File: src/rtl/ppu_arb_pkg.sv
// ppu_arb_pkg
//   Shared definitions for posit-unit arbiters.
//   NREQ_MAX : largest requester count any arbiter built on rr_pick supports.
//   rr_pick  : round-robin search over a valid vector, returning {found, index}.
package ppu_arb_pkg;

  localparam int NREQ_MAX = 16;
  localparam int IDX_MAX_W = $clog2(NREQ_MAX);

  // Search starts at ptr and wraps modulo nreq. The first hit in search
  // order wins; bits at or above nreq are never considered.
  function automatic logic [IDX_MAX_W:0] rr_pick(input logic [NREQ_MAX-1:0] valid,
                                                 input logic [IDX_MAX_W-1:0] ptr,
                                                 input int nreq);
    logic                 found;
    logic [IDX_MAX_W-1:0] idx;
    logic [IDX_MAX_W-1:0] k4;
    int                   k;
    found = 1'b0;
    idx   = '0;
    for (int i = 0; i < NREQ_MAX; i++) begin
      k  = (int'(ptr) + i) % nreq;
      k4 = k[IDX_MAX_W-1:0];
      if (!found && (i < nreq) && valid[k4]) begin
        found = 1'b1;
        idx   = k4;
      end
    end
    return {found, idx};
  endfunction

endpackage

File: src/rtl/carry_lookahead_adder.sv
// carry_lookahead_adder
//   Unsigned adder built from 4-bit lookahead groups; group carries are
//   produced from group generate/propagate terms.
//   a_i, b_i : operands
//   sum_o    : {carry_out, a_i + b_i}
module carry_lookahead_adder #(
  parameter int WIDTH = 16
) (
  input  logic [WIDTH-1:0] a_i,
  input  logic [WIDTH-1:0] b_i,
  output logic [WIDTH:0]   sum_o
);

  localparam int NG = (WIDTH + 3) / 4;
  localparam int WP = NG * 4;

  logic [WP-1:0] a_p, b_p, g, p, s;
  logic [WP:0]   c;
  logic [NG-1:0] gg, gp;

  always_comb begin
    a_p = WP'(a_i);
    b_p = WP'(b_i);
    g   = a_p & b_p;
    p   = a_p ^ b_p;
    c   = '0;
    gg  = '0;
    gp  = '0;
    for (int grp = 0; grp < NG; grp++) begin
      // Bit carries inside the group come straight from the group carry-in.
      c[grp*4+1] = g[grp*4] | (p[grp*4] & c[grp*4]);
      c[grp*4+2] = g[grp*4+1] | (p[grp*4+1] & g[grp*4])
                 | (p[grp*4+1] & p[grp*4] & c[grp*4]);
      c[grp*4+3] = g[grp*4+2] | (p[grp*4+2] & g[grp*4+1])
                 | (p[grp*4+2] & p[grp*4+1] & g[grp*4])
                 | (p[grp*4+2] & p[grp*4+1] & p[grp*4] & c[grp*4]);
      gg[grp] = g[grp*4+3] | (p[grp*4+3] & g[grp*4+2])
              | (p[grp*4+3] & p[grp*4+2] & g[grp*4+1])
              | (p[grp*4+3] & p[grp*4+2] & p[grp*4+1] & g[grp*4]);
      gp[grp] = &p[grp*4 +: 4];
      c[grp*4+4] = gg[grp] | (gp[grp] & c[grp*4]);
    end
    s = p ^ c[WP-1:0];
  end

  // Padding bits are zero, so the carry into bit WIDTH is the true carry-out.
  assign sum_o = {c[WIDTH], s[WIDTH-1:0]};

endmodule

File: src/rtl/rr_grant.sv
// rr_grant
//   Combinational round-robin picker.
//   valid_i : request vector, one bit per requester
//   ptr_i   : requester with highest priority this cycle
//   grant_o : one-hot winner (all zero when nothing is valid)
//   idx_o   : winner index
//   found_o : at least one request is valid
module rr_grant
  import ppu_arb_pkg::*;
#(
  parameter int NREQ = 4,
  parameter int IDW  = $clog2(NREQ)
) (
  input  logic [NREQ-1:0] valid_i,
  input  logic [IDW-1:0]  ptr_i,
  output logic [NREQ-1:0] grant_o,
  output logic [IDW-1:0]  idx_o,
  output logic            found_o
);

  logic [NREQ_MAX-1:0]  valid_ext;
  logic [IDX_MAX_W-1:0] ptr_ext;
  logic [IDX_MAX_W:0]   pick;

  assign valid_ext = NREQ_MAX'(valid_i);
  assign ptr_ext   = IDX_MAX_W'(ptr_i);
  assign pick      = rr_pick(valid_ext, ptr_ext, NREQ);

  assign found_o = pick[IDX_MAX_W];
  assign idx_o   = pick[IDW-1:0];
  assign grant_o = found_o ? (NREQ'(1) << idx_o) : '0;

endmodule

File: src/rtl/cla_add_arbiter.sv
// cla_add_arbiter
//   Round-robin sharing of one carry-lookahead adder among NREQ requesters,
//   with a registered valid/ready response.
//   i_clk, i_rst             : clock, async active-high reset
//   i_req_valid/o_req_ready  : per-requester handshake
//   i_req_add1/i_req_add2    : packed operands, requester k at [k*WIDTH +: WIDTH]
//   o_rsp_valid/i_rsp_ready  : response handshake
//   o_rsp_result             : {carry_out, sum}
//   o_rsp_id                 : requester that issued the result
module cla_add_arbiter
  import ppu_arb_pkg::*;
#(
  parameter int WIDTH = 16,
  parameter int NREQ  = 4,
  localparam int IDW  = $clog2(NREQ)
) (
  input  logic                  i_clk,
  input  logic                  i_rst,
  input  logic [NREQ-1:0]       i_req_valid,
  output logic [NREQ-1:0]       o_req_ready,
  input  logic [NREQ*WIDTH-1:0] i_req_add1,
  input  logic [NREQ*WIDTH-1:0] i_req_add2,
  output logic                  o_rsp_valid,
  input  logic                  i_rsp_ready,
  output logic [WIDTH:0]        o_rsp_result,
  output logic [IDW-1:0]        o_rsp_id
);

  logic [IDW-1:0]  rr_ptr_q, rr_ptr_d;
  logic            rsp_valid_q, rsp_valid_d;
  logic [WIDTH:0]  rsp_result_q, rsp_result_d;
  logic [IDW-1:0]  rsp_id_q, rsp_id_d;

  logic [NREQ-1:0]  pick_onehot;
  logic [IDW-1:0]   pick_idx;
  logic             pick_found;
  logic             can_accept;
  logic             grant;
  logic [WIDTH-1:0] op_a, op_b;
  logic [WIDTH:0]   add_sum;

  rr_grant #(
    .NREQ (NREQ),
    .IDW  (IDW)
  ) u_rr_grant (
    .valid_i (i_req_valid),
    .ptr_i   (rr_ptr_q),
    .grant_o (pick_onehot),
    .idx_o   (pick_idx),
    .found_o (pick_found)
  );

  assign can_accept  = !rsp_valid_q || i_rsp_ready;
  assign grant       = can_accept && pick_found;
  assign o_req_ready = can_accept ? pick_onehot : '0;

  assign op_a = i_req_add1[pick_idx*WIDTH +: WIDTH];
  assign op_b = i_req_add2[pick_idx*WIDTH +: WIDTH];

  carry_lookahead_adder #(
    .WIDTH (WIDTH)
  ) u_cla (
    .a_i   (op_a),
    .b_i   (op_b),
    .sum_o (add_sum)
  );

  always_comb begin
    rr_ptr_d     = rr_ptr_q;
    rsp_valid_d  = rsp_valid_q;
    rsp_result_d = rsp_result_q;
    rsp_id_d     = rsp_id_q;
    if (grant) begin
      rr_ptr_d     = (pick_idx == IDW'(NREQ - 1)) ? '0 : pick_idx + 1'b1;
      rsp_valid_d  = 1'b1;
      rsp_result_d = add_sum;
      rsp_id_d     = pick_idx;
    end else if (i_rsp_ready) begin
      rsp_valid_d  = 1'b0;
    end
  end

  always_ff @(posedge i_clk or posedge i_rst) begin
    if (i_rst) begin
      rr_ptr_q     <= '0;
      rsp_valid_q  <= 1'b0;
      rsp_result_q <= '0;
      rsp_id_q     <= '0;
    end else begin
      rr_ptr_q     <= rr_ptr_d;
      rsp_valid_q  <= rsp_valid_d;
      rsp_result_q <= rsp_result_d;
      rsp_id_q     <= rsp_id_d;
    end
  end

  assign o_rsp_valid  = rsp_valid_q;
  assign o_rsp_result = rsp_result_q;
  assign o_rsp_id     = rsp_id_q;

endmodule
File: config.mk
export PLATFORM = sky130hd
export DESIGN_NAME = cla_add_arbiter
export DESIGN_NICKNAME = d
export VERILOG_FILES = /design/src/rtl/ppu_arb_pkg.sv /design/src/rtl/carry_lookahead_adder.sv /design/src/rtl/rr_grant.sv /design/src/rtl/cla_add_arbiter.sv
export SDC_FILE = /design/constraint.sdc
export NUM_CORES = 1
export LEC_CHECK = 0
export ABC_CLOCK_PERIOD_IN_PS = 6200
export BUFFER_PORTS_ARGS = -buffer_cell sky130_fd_sc_hd__buf_2
export CAP_MARGIN = 15
export CORE_MARGIN = 3
export CORE_UTILIZATION = 30
export DETAILED_ROUTE_END_ITERATION = 10
export PLACE_DENSITY_LB_ADDON = 0.25
export SETUP_SLACK_MARGIN = 0.15
export SLEW_MARGIN = 10
export SYNTH_ARGS = -nofsm -noshare
export SYNTH_HDL_FRONTEND = slang
export SYNTH_SLANG_ARGS = --single-unit
File: constraint.sdc
create_clock -name i_clk -period 6.2 [get_ports i_clk]
set_input_delay 0.62 -clock i_clk [delete_from_list [all_inputs] [get_ports i_clk]]
set_output_delay 0.62 -clock i_clk [all_outputs]
set_load 0.01 [all_outputs]
==> Yosys cells after proc, flatten, opt, wreduce, memory -nomap -nowiden <==
Cells that the tools add are included.
{ "word_totals": {"regBits": 22, "latchBits": 0, "ramBits": 0, "mem_bits_ro": 0, "input_bits": 135, "out_inout_bits": 24, "elab_cells": 149, "n_memories": 0} }
{ "op_classes": {"addsub": 4, "mul": 0, "div": 0, "magnitude_cmp": 4, "n_eq_ne": 1, "shift": 3, "mux": 21, "bitwise_logic": 96, "n_reduce_logical": 16} }
{ "op_table": {"columns": ["op", "n"], "rows": [
  ["indexed part select 64 x 7 -> 16 bit", 2],
  ["AND 1 bit", 54],
  ["OR 1 bit", 36],
  ["XOR 16 bit", 2],
  ["AND 16 bit", 1],
  ["less-than comparator 4 x 5 -> 1 bit (second input constant)", 3],
  ["AND reduction 4 bit", 3],
  ["two-way mux 1 bit", 10],
  ["two-way mux 2 bit", 5],
  ["binary-select mux 1 bit (select 3 bit)", 3],
  ["two-way mux 4 bit", 2],
  ["OR reduction 2 bit", 3],
  ["less-than comparator 2 x 5 -> 1 bit (second input constant)", 1],
  ["adder 2 x 1 -> 2 bit (second input constant)", 2],
  ["adder 2 bit (second input constant)", 2],
  ["logical AND 1 bit", 4],
  ["logical NOT 1 bit", 4],
  ["left shift 1 x 2 -> 4 bit (first input constant)", 1],
  ["AND 1 bit (first input constant)", 3],
  ["binary-select mux 1 bit (select 2 bit)", 1],
  ["equality test 2 bit (second input constant)", 1],
  ["nonzero test 2 bit", 1],
  ["logical OR 1 bit", 1]
]} }

==> Depth between registers and ports, before layout <==
Gate-level depths: netlist of the first run.
{ "logic_depth": {"depth_word": 26, "ltp_mapped": 17, "mapped_depth_nobuf": 14} }

==> Modules after synthesis <==
A second synthesis of the first run with hierarchy kept.
{ "unflattened": {"cells_unflattened": 209, "hier_area_um2": 2632.5} }
{ "modules_own_cells": {"columns": ["mod", "instances", "cells_per_inst", "area_each_um2", "seq_area_each_um2"], "rows": [
  ["cla_add_arbiter", 1, 95, 1691.6, 550.5],
  ["carry_lookahead_adder", 1, 82, 758.2, 0.0],
  ["rr_grant", 1, 32, 182.7, 0.0]
]} }

==> Least setup slack after synthesis of the first run <==
OpenSTA, ideal clock, no wires.
{ "synth_path": {"path_kind": "in2reg", "startpoint": "in i_req_valid[3]", "endpoint": "reg rsp_result_q[12], in the netlist o_rsp_result[12]", "arrival_time_ns": 3.739, "t_required_ns": 6.117, "setup_slack_ns": 2.379, "path_stages": 16, "path_cell_list": "inv_1 -> a221oi_1 -> o22a_1 -> buf_2 -> buf_6 -> buf_4 -> mux2i_1 -> mux2i_1 -> ha_1 -> a21oi_1 -> o21ai_0 -> a221oi_1 -> nor2_1 -> nor2_1 -> fa_1 -> o21ai_0"} }
{ "synth_via": {"elab_chain_cells": 23, "elab_cells_between_ends": 58, "classes_between": "shift (2); mux (16); bitwise (31); reduce/logical (9)"} }
{ "synth_rtl": {"columns": ["element", "line", "text"], "rows": [
  ["start, declared", "cla_add_arbiter.sv:19", "input logic [NREQ-1:0] i_req_valid,"],
  ["binary-select mux 1 bit (select 2 bit)", "ppu_arb_pkg.sv:24", "if (!found && (i < nreq) && valid[k4]) begin"],
  ["two-way mux 1 bit (not written as such)", "ppu_arb_pkg.sv:24", null],
  ["two-way mux 1 bit", "ppu_arb_pkg.sv:24", null],
  ["logical NOT 1 bit", "ppu_arb_pkg.sv:24", null],
  ["logical AND 1 bit", "ppu_arb_pkg.sv:24", null],
  ["two-way mux 1 bit", "ppu_arb_pkg.sv:24", null],
  ["logical NOT 1 bit", "ppu_arb_pkg.sv:24", null],
  ["logical AND 1 bit", "ppu_arb_pkg.sv:24", null],
  ["[... 7 more ...]", null, null],
  ["OR 1 bit (tied with other cells)", "carry_lookahead_adder.sv:37", "gg[grp] = g[grp*4+3] | (p[grp*4+3] & g[grp*4+2])"],
  ["OR 1 bit or AND 1 bit (tied branches)", "carry_lookahead_adder.sv:38, carry_lookahead_adder.sv:39", null],
  ["OR 1 bit", "carry_lookahead_adder.sv:39", "| (p[grp*4+3] & p[grp*4+2] & p[grp*4+1] & g[grp*4]);"],
  ["AND 1 bit", "carry_lookahead_adder.sv:41", "c[grp*4+4] = gg[grp] | (gp[grp] & c[grp*4]);"],
  ["OR 1 bit", "carry_lookahead_adder.sv:41", null],
  ["AND 1 bit", "carry_lookahead_adder.sv:41", null],
  ["OR 1 bit", "carry_lookahead_adder.sv:41", null],
  ["XOR 16 bit", "carry_lookahead_adder.sv:43", "s = p ^ c[WP-1:0];"],
  ["end signal, assigned", "cla_add_arbiter.sv:92", "rsp_result_q <= rsp_result_d;"],
  ["end, declared", "cla_add_arbiter.sv:31", "logic [WIDTH:0] rsp_result_q, rsp_result_d;"]
]} }
Parallel ways exist; a longest one is shown, timed or not. The select of a mux whose other input is x is not followed.
A chain may end at the register's enable or synchronous reset.

==> Worst setup path after layout of the first run <==
{ "layout_path": {"startpoint": "in i_req_valid[1]", "endpoint": "reg rsp_result_q[12], in the netlist o_rsp_result[12]"} }
Same word-level chain as after synthesis.

==> results of run 1 <==
[worst max-delay path by stage]
stage	depth (start not counted)	startpoint	endpoint	slack (ns)
5_1_grt	15	i_req_valid[3]	o_rsp_result[12]	1.44
6_report	14	i_req_valid[1]	o_rsp_result[12]	1.79
3_3_place_gp	15	i_req_valid[3]	o_rsp_result[12]	1.67
2_1_floorplan	16	i_req_valid[3]	o_rsp_result[12]	2.38
3_5_place_dp	15	i_req_valid[1]	o_rsp_result[12]	1.52
4_1_cts	15	i_req_valid[1]	o_rsp_result[12]	1.80
[final cells by class]
class                      instances  area, um^2
inverter                          12        45.0
timing repair buffer             161         813
clock inverter                     1        30.0
tap                              108         135
clock buffer                       3        41.3
multi-input combinational        242        2040
fill                             922        5100
sequential                        22         551
[Yosys cell counts, drive strengths merged (4+ instances only)]
cell type / number
a21oi: 10
and2: 5
buf: 14
dfrtp: 22
fa: 4
ha: 20
inv: 12
mux2: 8
mux2i: 96
nand2: 29
nor2: 10
o21ai: 17
xor2: 7
[routing by layer]
metal / wire [um] / global-route usage / vias to the layer above / part of all wire
met5: 0 / 0 / - / 0
met4: 67 / 0.0337 / 0 / 0.0091
met3: 427 / 0.0110 / 6 / 0.058
met2: 3790 / 0.252 / 88 / 0.52
met1: 3060 / 0.169 / 1173 / 0.42
li1: - / - / 1368 / -
[power groups by stage]
stage | combinational (W) | clock (W) | sequential [W]
floorplan | 0.000845 | 0 | 0.000277
global placement | 0.00114 | 0 | 0.000249
detailed placement | 0.00116 | 0 | 0.000254
CTS | 0.00116 | 0.000142 | 0.000251
global route | 0.00129 | 0.000149 | 0.000259
finish | 0.00113 | 0.000135 | 0.000249
[cell usage in the layout (no fill, tap or decap), types with 2 or more instances in the layout]
master	synthesis	layout
buf_4	4	3
and2_1	5	5
o21ai_0	17	17
dfrtp_1	22	22
nor2_1	10	10
a221o_1	2	2
mux2_2	8	8
nor3_1	3	3
fa_1	4	4
mux2i_1	96	96
nor4b_1	2	2
buf_2	8	158
a21oi_1	10	10
and3_1	3	3
ha_1	20	20
nand3b_1	2	2
o31ai_1	3	3
a221oi_1	3	3
clkbuf_8	0	3
a21o_1	3	3
nand2_1	29	29
xor2_1	7	7
inv_1	11	11
[cells by family (layout without fill, tap and decap cells)]
| logic type | count (synthesis) | after routing | synth area share |
|---|---|---|---|
| AND/OR/NAND/NOR | 59 | 59 | 0.102 |
| buffers and inverters | 29 | 177 | 0.0518 |
| flip-flops | 22 | 22 | 0.202 |
| adder cells (fa/ha/maj) | 24 | 24 | 0.121 |
| AO/OA/AOI/OAI | 48 | 48 | 0.116 |
| XOR/XNOR | 7 | 7 | 0.0225 |
| multiplexers | 104 | 104 | 0.385 |
[registers in the layout, indices dropped and copies added, names as in the netlist]
register      flops
o_rsp_result     17
o_rsp_id          2
rr_ptr_q          2
o_rsp_valid       1
[worst max-delay path: stages]
cell and delay (ns):
buf_2 0.13, inv_1 0.05, a221oi_1 0.33, o22a_4 0.59, buf_4 0.53, mux2i_1 0.27, mux2i_1 0.10, ha_1 0.36
and2_1 0.16, a221oi_1 0.59, nor2_1 0.08, nor2_1 0.14, fa_1 0.42, o21ai_0 0.19
[metrics by stage]
step                hold WS, ns  setup slack [ns]  area, um^2  cells
floorplan                 0.495              2.38        2730    293
global placement          0.462              1.67        3590    545
detailed placement        0.466              1.52        3590    545
CTS                       0.488              1.80        3660    549
global route              0.506              1.44        3660    549
finish                    0.478              1.79        3660    549
==> impl_metrics.tcl, run 1 <==
set metrics [dict create \
    yosys_register_bits 22 \
    synth_top_area_frac 0.352 \
    min_to "o_rsp_result[10]" \
    vdd_drop_max_mv 0.146 \
    drc_errors 0 \
    r2r-end "o_rsp_result[12]" \
    die_area_um2 10300 \
    cts_tree "built" \
    clk_pin_slew_ns 0.08 \
    rows 34 \
    p_sw_w 0.000700 \
    swShare 0.461 \
    power_density_nw_per_um2 415 \
    synth_area_leaders "mux2i_1 35%, dfrtp_1 20%, ha_1 9.2%" \
    r2r_slack_ns 1.88 \
    skew_ns 0.00504 \
    synthFlopType "dfrtp_1" \
    firstDrtPassIters 4 \
    io_pins 159 \
    grt_pass1_vias 2576 \
    synth-edff-count 0 \
    synthCells 293 \
    cts_sinks 22 \
    cts-root-buf "clkbuf_8" \
    place_hpwl_um 6280 \
    total_power_w 0.00152 \
    rsz0062_at_grt "no" \
    endpoint_kind "flip-flop" \
    fin_crit_ns 4.41 \
    hold_depth 2 \
    netlist-cell-type-count 41 \
    htreeDepth 1 \
    seq_power_share 0.164 \
    tightestPinTransition_ns 0.949 \
    synth_top_area_cell "mux2i_1" \
    nNetsFinal 601 \
    syn_nets 452 \
    post_cts_buffers 0 \
    die_h_um 101 \
    grt-ovfl-total 0 \
    drv_cap 0 \
    portBuffers 158 \
    power.leakage_nw 1.97 \
    grt_pass1_wl_um 11500 \
    vias_per_cell 4.80 \
    maxSlewHeadroom 0.367 \
    finalSetupTns_ns 0 \
    reg2reg_from "rr_ptr_q[0]" \
    core_um2 8760 \
    wl_um 7340 \
    drive_above_1_share 0.397 \
    place.gp.congestion 0.836 \
    grt_max_degree 40 \
    start_util 0.311 \
    hold_viol 0 \
    min_from "o_rsp_result[10]" \
    die_width_um 101 \
    async_flop_share 1.00 \
    wl_per_cell_um 13.4 \
    antennaDiodeCount 0 \
    crit_fanout 38 \
    power_frac_comb 0.747 \
    cts_hold_buf 0 \
    antenna_found_initial 0 \
    p_int_w 0.000818 \
    crit_type "input pin to flip-flop" \
    slew_violations 0 \
    syn-cell-area_um2 2730 \
    fin_util 0.418 \
    syn_avg_cell_area_um2 9.31 \
    ys_seq_area_frac 0.202 \
    ant_nets 0 \
    drtIter0Drc 49 \
    ctsResizeCount 0 \
    syn_to_final_growth_pct 34.2 \
    cp.arrival_ns 4.59 \
    grt_usage 0.136 \
    worstPathRequired_ns 6.38 \
    hp-class "flip-flop to flip-flop" \
    reg2reg_depth 13 \
    clk_latency_ns 0.27 \
    clockPowerShare 0.089 \
    fmax_mhz 227 \
    fin_crit_sh 0.711 \
    cts-buffers-inserted 3 \
    status "completed" \
    ys_warn_count 0 \
    finalSetupViolCount 0 \
    via_count 2635 \
    critPathLaunchType "input pin" \
    clk_path_buf_depth 2 \
]
No activity file was read; power rests on OpenSTA's default activity.
==> run 2, diff against run 1 <==
--- a/config.mk
+++ b/config.mk
@@ -5,7 +5,8 @@
 export SDC_FILE = /design/constraint.sdc
 export NUM_CORES = 1
 export LEC_CHECK = 0
-export ABC_CLOCK_PERIOD_IN_PS = 6200
+export ABC_AREA = 1
+export ABC_CLOCK_PERIOD_IN_PS = 4100
 export BUFFER_PORTS_ARGS = -buffer_cell sky130_fd_sc_hd__buf_2
 export CAP_MARGIN = 15
 export CORE_MARGIN = 3
==> constraint.sdc (replaced) <==
create_clock -name i_clk -period 4.1 [get_ports i_clk]
set_input_delay 0.41 -clock i_clk [delete_from_list [all_inputs] [get_ports i_clk]]
set_output_delay 0.41 -clock i_clk [all_outputs]
set_load 0.01 [all_outputs]
==> run 2 against run 1 <==
  * Global-route usage is 3.6 points higher
  * Routed wire length is 54% higher
  * Cell area is 17% higher
  * Critical path depth is 9 higher
  * Worst hold slack worse by 0.18 ns
  * Critical endpoint is now o_rsp_result[13]
  * Highest routed layer unchanged
==> impl_metrics.tcl, run 2 <==
set metrics [dict create \
    synthMuxAreaShare 0 \
    r2r-end "o_rsp_result[13]" \
    synth_top_area_frac 0.225 \
    place.gp.congestion 0.928 \
    die_width_um 111 \
    grt_pass1_wl_um 18300 \
    layout_commonest_cell "nand2_1" \
    synthFlopType "dfrtp_1" \
    hold_viol 0 \
    vias_per_cell 4.99 \
    layout_common_cells "199 x nand2_1, 158 x buf_2, 77 x inv_1, 69 x nand3_1, 59 x nand4_1" \
    maxSlewHeadroom 0.449 \
    nNetsFinal 860 \
    synth_area_leaders "nand2_1 22%, dfrtp_1 17%, nand4_1 11%" \
    r2r_slack_ns 0.45 \
    drive_above_1_share 0.286 \
    synth_top_area_cell "nand2_1" \
    ys_seq_area_frac 0.166 \
    cpMostUsedCell "nand2_1" \
    async_flop_share 1.00 \
    synthSimpleGateAreaFrac 0.503 \
    status "completed" \
    via_count 4172 \
    grt_pass1_vias 3934 \
    fin_crit_ns 3.65 \
    drc_errors 0 \
    fillerInstances 1179 \
    firstDrtPassIters 5 \
    fmax_mhz 274 \
    hp-class "input pin to asynchronous set/reset pin" \
    slew_violations 0 \
    clk_path_buf_depth 2 \
    htreeDepth 1 \
    io_pins 159 \
    cts-root-buf "clkbuf_8" \
    clk_pin_slew_ns 0.08 \
    max_stage_delay_ns 0.46 \
    drv_cap 0 \
    grt-ovfl-total 0 \
    synth-xor-area-share 0.0185 \
    cts_tree "built" \
    crit_cells 23 \
    cts_sinks 22 \
    tightestPinTransition_ns 0.826 \
    multi_input_comb_area_um2 2250 \
    fin_crit_sh 0.891 \
    core_um2 10600 \
    cts-buffers-inserted 3 \
    drtIter0Drc 222 \
    critPathLaunchType "flip-flop" \
    syn-cell-area_um2 3320 \
    antennaDiodeCount 0 \
    yosys_register_bits 22 \
    synth_compound_area_frac 0.0456 \
    reg2reg_from "rr_ptr_q[0]" \
    reg2reg_depth 23 \
    path_cells "buf_4, nand2_2, nand2_2, nand2_1, nand2_2, nor2_4, nand3_2, nand2_8, inv_8, buf_4, nand2_1, nand2_1, ha_2, inv_1, nor3_1, nor2_1, nand2_1, nand2_1, nand2_1, inv_1, fa_1, xor2_1, o21ai_0" \
    finalSetupViolCount 0 \
    fin_area_um2 4270 \
    path_buf_inv 5 \
    area.sequential_um2 552 \
    endpoint_kind "flip-flop" \
    syn_avg_cell_area_um2 5.91 \
    crit_type "flip-flop to flip-flop" \
    synth_fa_ha_area_frac 0.0994 \
    die_area_um2 12400 \
    netlist-cell-type-count 29 \
    place_hpwl_um 9010 \
    synth_most_common_cell "nand2_1" \
    grt_max_degree 59 \
    rsz0062_at_grt "yes" \
    wl_per_cell_um 13.5 \
    largest_reg_flops 17 \
    synth-edff-count 0 \
    finalSetupTns_ns 0 \
    die_h_um 111 \
    syn_nets 721 \
    crit_fanout 23 \
    synthTopCellsByCount "199 x nand2_1, 77 x inv_1, 70 x nand3_1" \
    cp_top_family "simple AND/OR/NAND/NOR gates" \
    ys_warn_count 0 \
    synth_top_family_by_area "simple AND/OR/NAND/NOR gates" \
    start_util 0.315 \
    syn_to_final_growth_pct 28.6 \
    cp.arrival_ns 3.83 \
    skew_ns 0.00468 \
    antenna_found_initial 0 \
    clk_latency_ns 0.26 \
    dpl-instance-area_um2 4150 \
    rows 37 \
    ant_nets 0 \
    slowest_stage "dfrtp_2" \
    worstPathRequired_ns 4.28 \
    wl_um 11300 \
    synthCells 562 \
    portBuffers 158 \
    grt_usage 0.171 \
]
[run 2: cell types whose count changed after synthesis, sizes merged, moves of 5 or more]
cell and delta:
nand2 +176, mux2i -96, nand3 +75, inv +73
nand4 +59, buf +17, mux2 -8, nor2 +6
and2 -5
[run 2: logic make-up after synthesis]
family	count (synthesis)
flip-flops	22
XOR/XNOR	7
AO/OA/AOI/OAI	28
AND/OR/NAND/NOR	360
adder cells (fa/ha/maj)	24
buffers and inverters	121
[run 2: timing repair]
action / CTS / global route
hold buffers: 0 / 0
setup buffers: 0 / 2
pin swaps: 0 / 1
hold endpoints to repair: 0 / 0
gates cloned: 0 / 1
gates resized for setup: 1 / 10
endpoints found under the setup margin: 2 / 9
[run 2: layout make-up]
class | instances | share of cell area
Clock buffer | 4 | 0.0129
Inverter | 85 | 0.0764
Multi-Input combinational cell | 420 | 0.526
Sequential cell | 22 | 0.129
Tap cell | 136 | 0.0398
Timing Repair Buffer | 169 | 0.216
[run 2: per-layer routing]
metal  part of all wire  vias up  global-route usage  wire [um]
met1               0.45     1889               0.244       5030
met4              0.013        0              0.0324        146
met3              0.071       16              0.0180        808
li1                   -     2090                   -          -
met2               0.47      177               0.283       5310
met5                  0        -                   0          0
[run 2: per-stage QoR]
stage / utilization / worst slack [ns] / instances / hold slack [ns]
global route: 0.405 / 0.108 / 836 / 0.373
finish: 0.405 / 0.446 / 836 / 0.297
global placement: 0.393 / 0.274 / 829 / 0.461
detailed placement: 0.393 / 0.147 / 829 / 0.469
floorplan: - / 0.869 / 562 / 0.399
CTS: 0.399 / 0.198 / 833 / 0.339
[run 2: how the worst max path moves through the flow]
| stage | start | to | slack, ns |
|---|---|---|---|
| floorplan | rr_ptr_q[0] | o_rsp_result[12] | 0.87 |
| global placement | rr_ptr_q[0] | o_rsp_result[12] | 0.27 |
| detailed placement | rr_ptr_q[0] | o_rsp_result[12] | 0.15 |
| CTS | rr_ptr_q[0] | o_rsp_result[13] | 0.20 |
| global route | rr_ptr_q[0] | o_rsp_result[12] | 0.11 |
| finish | rr_ptr_q[0] | o_rsp_result[13] | 0.45 |
[run 2: worst register-to-register path, cell delays in order, from the launching register on]
cell     delay [ns]
dfrtp_2        0.46
buf_4          0.16
nand2_2        0.06
nand2_2        0.07
nand2_1        0.10
nand2_2        0.07
nor2_4         0.15
nand3_2        0.22
nand2_8        0.20
inv_8          0.09
buf_4          0.20
nand2_1        0.07
nand2_1        0.06
ha_2           0.37
inv_1          0.07
nor3_1         0.18
nor2_1         0.05
nand2_1        0.11
nand2_1        0.06
nand2_1        0.08
inv_1          0.06
fa_1           0.37
xor2_1         0.15
o21ai_0        0.15
Power of run 2 is not shown: default switching activity piles up to over one toggle a cycle in this logic, so the estimate is an artifact.
==> run 3, diff against run 2 <==
--- a/config.mk
+++ b/config.mk
@@ -10,9 +10,10 @@
 export BUFFER_PORTS_ARGS = -buffer_cell sky130_fd_sc_hd__buf_2
 export CAP_MARGIN = 15
 export CORE_MARGIN = 3
-export CORE_UTILIZATION = 30
+export CORE_UTILIZATION = 48
 export DETAILED_ROUTE_END_ITERATION = 10
 export PLACE_DENSITY_LB_ADDON = 0.25
+export RECOVER_POWER = 50
 export SETUP_SLACK_MARGIN = 0.15
 export SLEW_MARGIN = 10
 export SYNTH_ARGS = -nofsm -noshare
==> run 3 against run 2 <==
  * Worst hold slack got worse by 0.00088 ns
  * Die area decreased by 36%
  * Non-clock buffer count increased by 6
  * Sequential share of layout area about the same
  * Register-to-register slack got worse by 0.07 ns
  * Via count increased by 2.1%
==> impl_metrics.tcl, run 3 (synthesis gave the netlist of run 2 again) <==
set metrics [dict create \
    drc_errors 0 \
    fin_area_um2 4270 \
    reg2reg_depth 22 \
    fin_crit_sh 0.909 \
    layout_common_cells "199 x nand2_1, 147 x buf_2, 77 x inv_1, 70 x nand3_1, 59 x nand4_1" \
    cp_top_family "simple AND/OR/NAND/NOR gates" \
    drtIter0Drc 324 \
    cts-root-buf "clkbuf_8" \
    critPathLaunchType "flip-flop" \
    hold_viol 0 \
    htreeDepth 1 \
    crit_type "flip-flop to flip-flop" \
    finalSetupViolCount 0 \
    skew_ns 0.00800 \
    antennaDiodeCount 0 \
    fillerInstances 651 \
    clk_path_buf_depth 2 \
    hp-class "input pin to asynchronous set/reset pin" \
    dpl-instance-area_um2 4060 \
    crit_fanout 46 \
    path_cells "buf_2, nand2_1, nand3_1, nand2_1, inv_1, nand3_4, buf_12, buf_4, nand4_1, nand3_1, nand2_1, ha_1, nand2_1, nor3_1, nor2_1, nand2_1, nand2_1, nand2_1, inv_1, fa_1, xor2_1, o21ai_0" \
    cts_sinks 22 \
    fmax_mhz 268 \
    portBuffers 158 \
    finalSetupTns_ns 0 \
    r2r-end "o_rsp_result[13]" \
    cts_tree "built" \
    fin_crit_ns 3.73 \
    place.gp.congestion 0.974 \
    rsz0062_at_grt "no" \
    place_hpwl_um 8580 \
    cpMostUsedCell "nand2_1" \
    cts-buffers-inserted 3 \
    die_area_um2 7950 \
    max_stage_delay_ns 0.47 \
    grt-ovfl-total 0 \
    slew_violations 0 \
    worstPathRequired_ns 4.29 \
    antenna_found_initial 0 \
    grt_usage 0.257 \
    maxSlewHeadroom 0.446 \
    cp.arrival_ns 3.91 \
    syn_to_final_growth_pct 28.4 \
    wl_um 10900 \
    grt_pass1_wl_um 16500 \
    tightestPinTransition_ns 0.831 \
    clk_latency_ns 0.27 \
    status "completed" \
    reg2reg_from "rr_ptr_q[0]" \
    path_buf_inv 5 \
    rows 29 \
    fin_util 0.653 \
    grt_max_degree 58 \
    largest_reg_flops 17 \
    drv_cap 0 \
    r2r_slack_ns 0.37 \
    drive_above_1_share 0.273 \
    firstDrtPassIters 6 \
    vias_per_cell 5.44 \
    endpoint_kind "flip-flop" \
    die_width_um 89.2 \
    grt_pass1_vias 3697 \
    via_count 4261 \
    crit_cells 22 \
    layout_commonest_cell "nand2_1" \
    slowest_stage "dfrtp_2" \
    io_pins 159 \
    nNetsFinal 866 \
    die_h_um 89.2 \
    wl_per_cell_um 13.9 \
    ant_nets 0 \
    cts_hold_buf 0 \
    start_util 0.509 \
    cp-endpoint "o_rsp_result[13]" \
    hold_slack_ns 0.297 \
    core_um2 6530 \
    clk_pin_slew_ns 0.09 \
    cp-startpoint "rr_ptr_q[0]" \
]
run 3: cell types whose count changed in the layout (fill, tap and decap cells not counted), sizes merged:
cell,before,now
buf,168,162
bufinv,0,1
clkbuf,5,16
nand2,206,205
nand3,76,77
run 3: layout make-up:
type | count | area, um^2 | area share
Clock buffer | 3 | 41.3 | 0.00968
Clock inverter | 1 | 30.0 | 0.00704
Inverter | 85 | 324 | 0.0760
Multi-Input combinational cell | 420 | 2240 | 0.525
Sequential cell | 22 | 552 | 0.129
Tap cell | 77 | 96.3 | 0.0226
Timing Repair Buffer | 175 | 983 | 0.231
run 3: worst min path at each step:
stage | start | to | slack (ns) | cells past startpoint
2_1_floorplan | i_rst | o_rsp_id[0] | 0.40 | 1
3_5_place_dp | o_rsp_result[14] | o_rsp_result[14] | 0.46 | 2
3_3_place_gp | o_rsp_result[11] | o_rsp_result[11] | 0.46 | 2
6_report | i_rst | o_rsp_result[12] | 0.30 | 2
4_1_cts | i_rst | o_rsp_result[12] | 0.33 | 2
5_1_grt | i_rst | o_rsp_result[11] | 0.39 | 2
run 3: worst register-to-register path: cells and delay by family (launching register included):
kind            cells  cell delay [ns]
flops               1             0.47
compound gates      1             0.15
simple gates       13             1.35
xor+xnor            1             0.15
fa+ha+maj           2             0.74
buf+inv             5             0.81
run 3: layer usage:
layer / up-vias / wire (um) / track usage
li1: 2115 / - / -
met1: 1906 / 4410 / 0.349
met2: 210 / 5380 / 0.445
met3: 30 / 862 / 0.0221
met4: 0 / 235 / 0.0501
met5: - / 0 / 0
run 3: metrics by stage:
| stage | instances | setup WS (ns) |
|---|---|---|
| floorplan | 562 | 0.869 |
| global placement | 771 | 0.348 |
| detailed placement | 771 | 0.210 |
| CTS | 775 | 0.166 |
| global route | 783 | 0.0927 |
| finish | 783 | 0.375 |
run 3: repair_timing:
item	CTS	global route
resized for setup	0	20
endpoints found under the hold margin	0	0
buffers inserted	0	6
endpoints found under the setup margin	0	7
Power of run 3 is left out for the same reason.
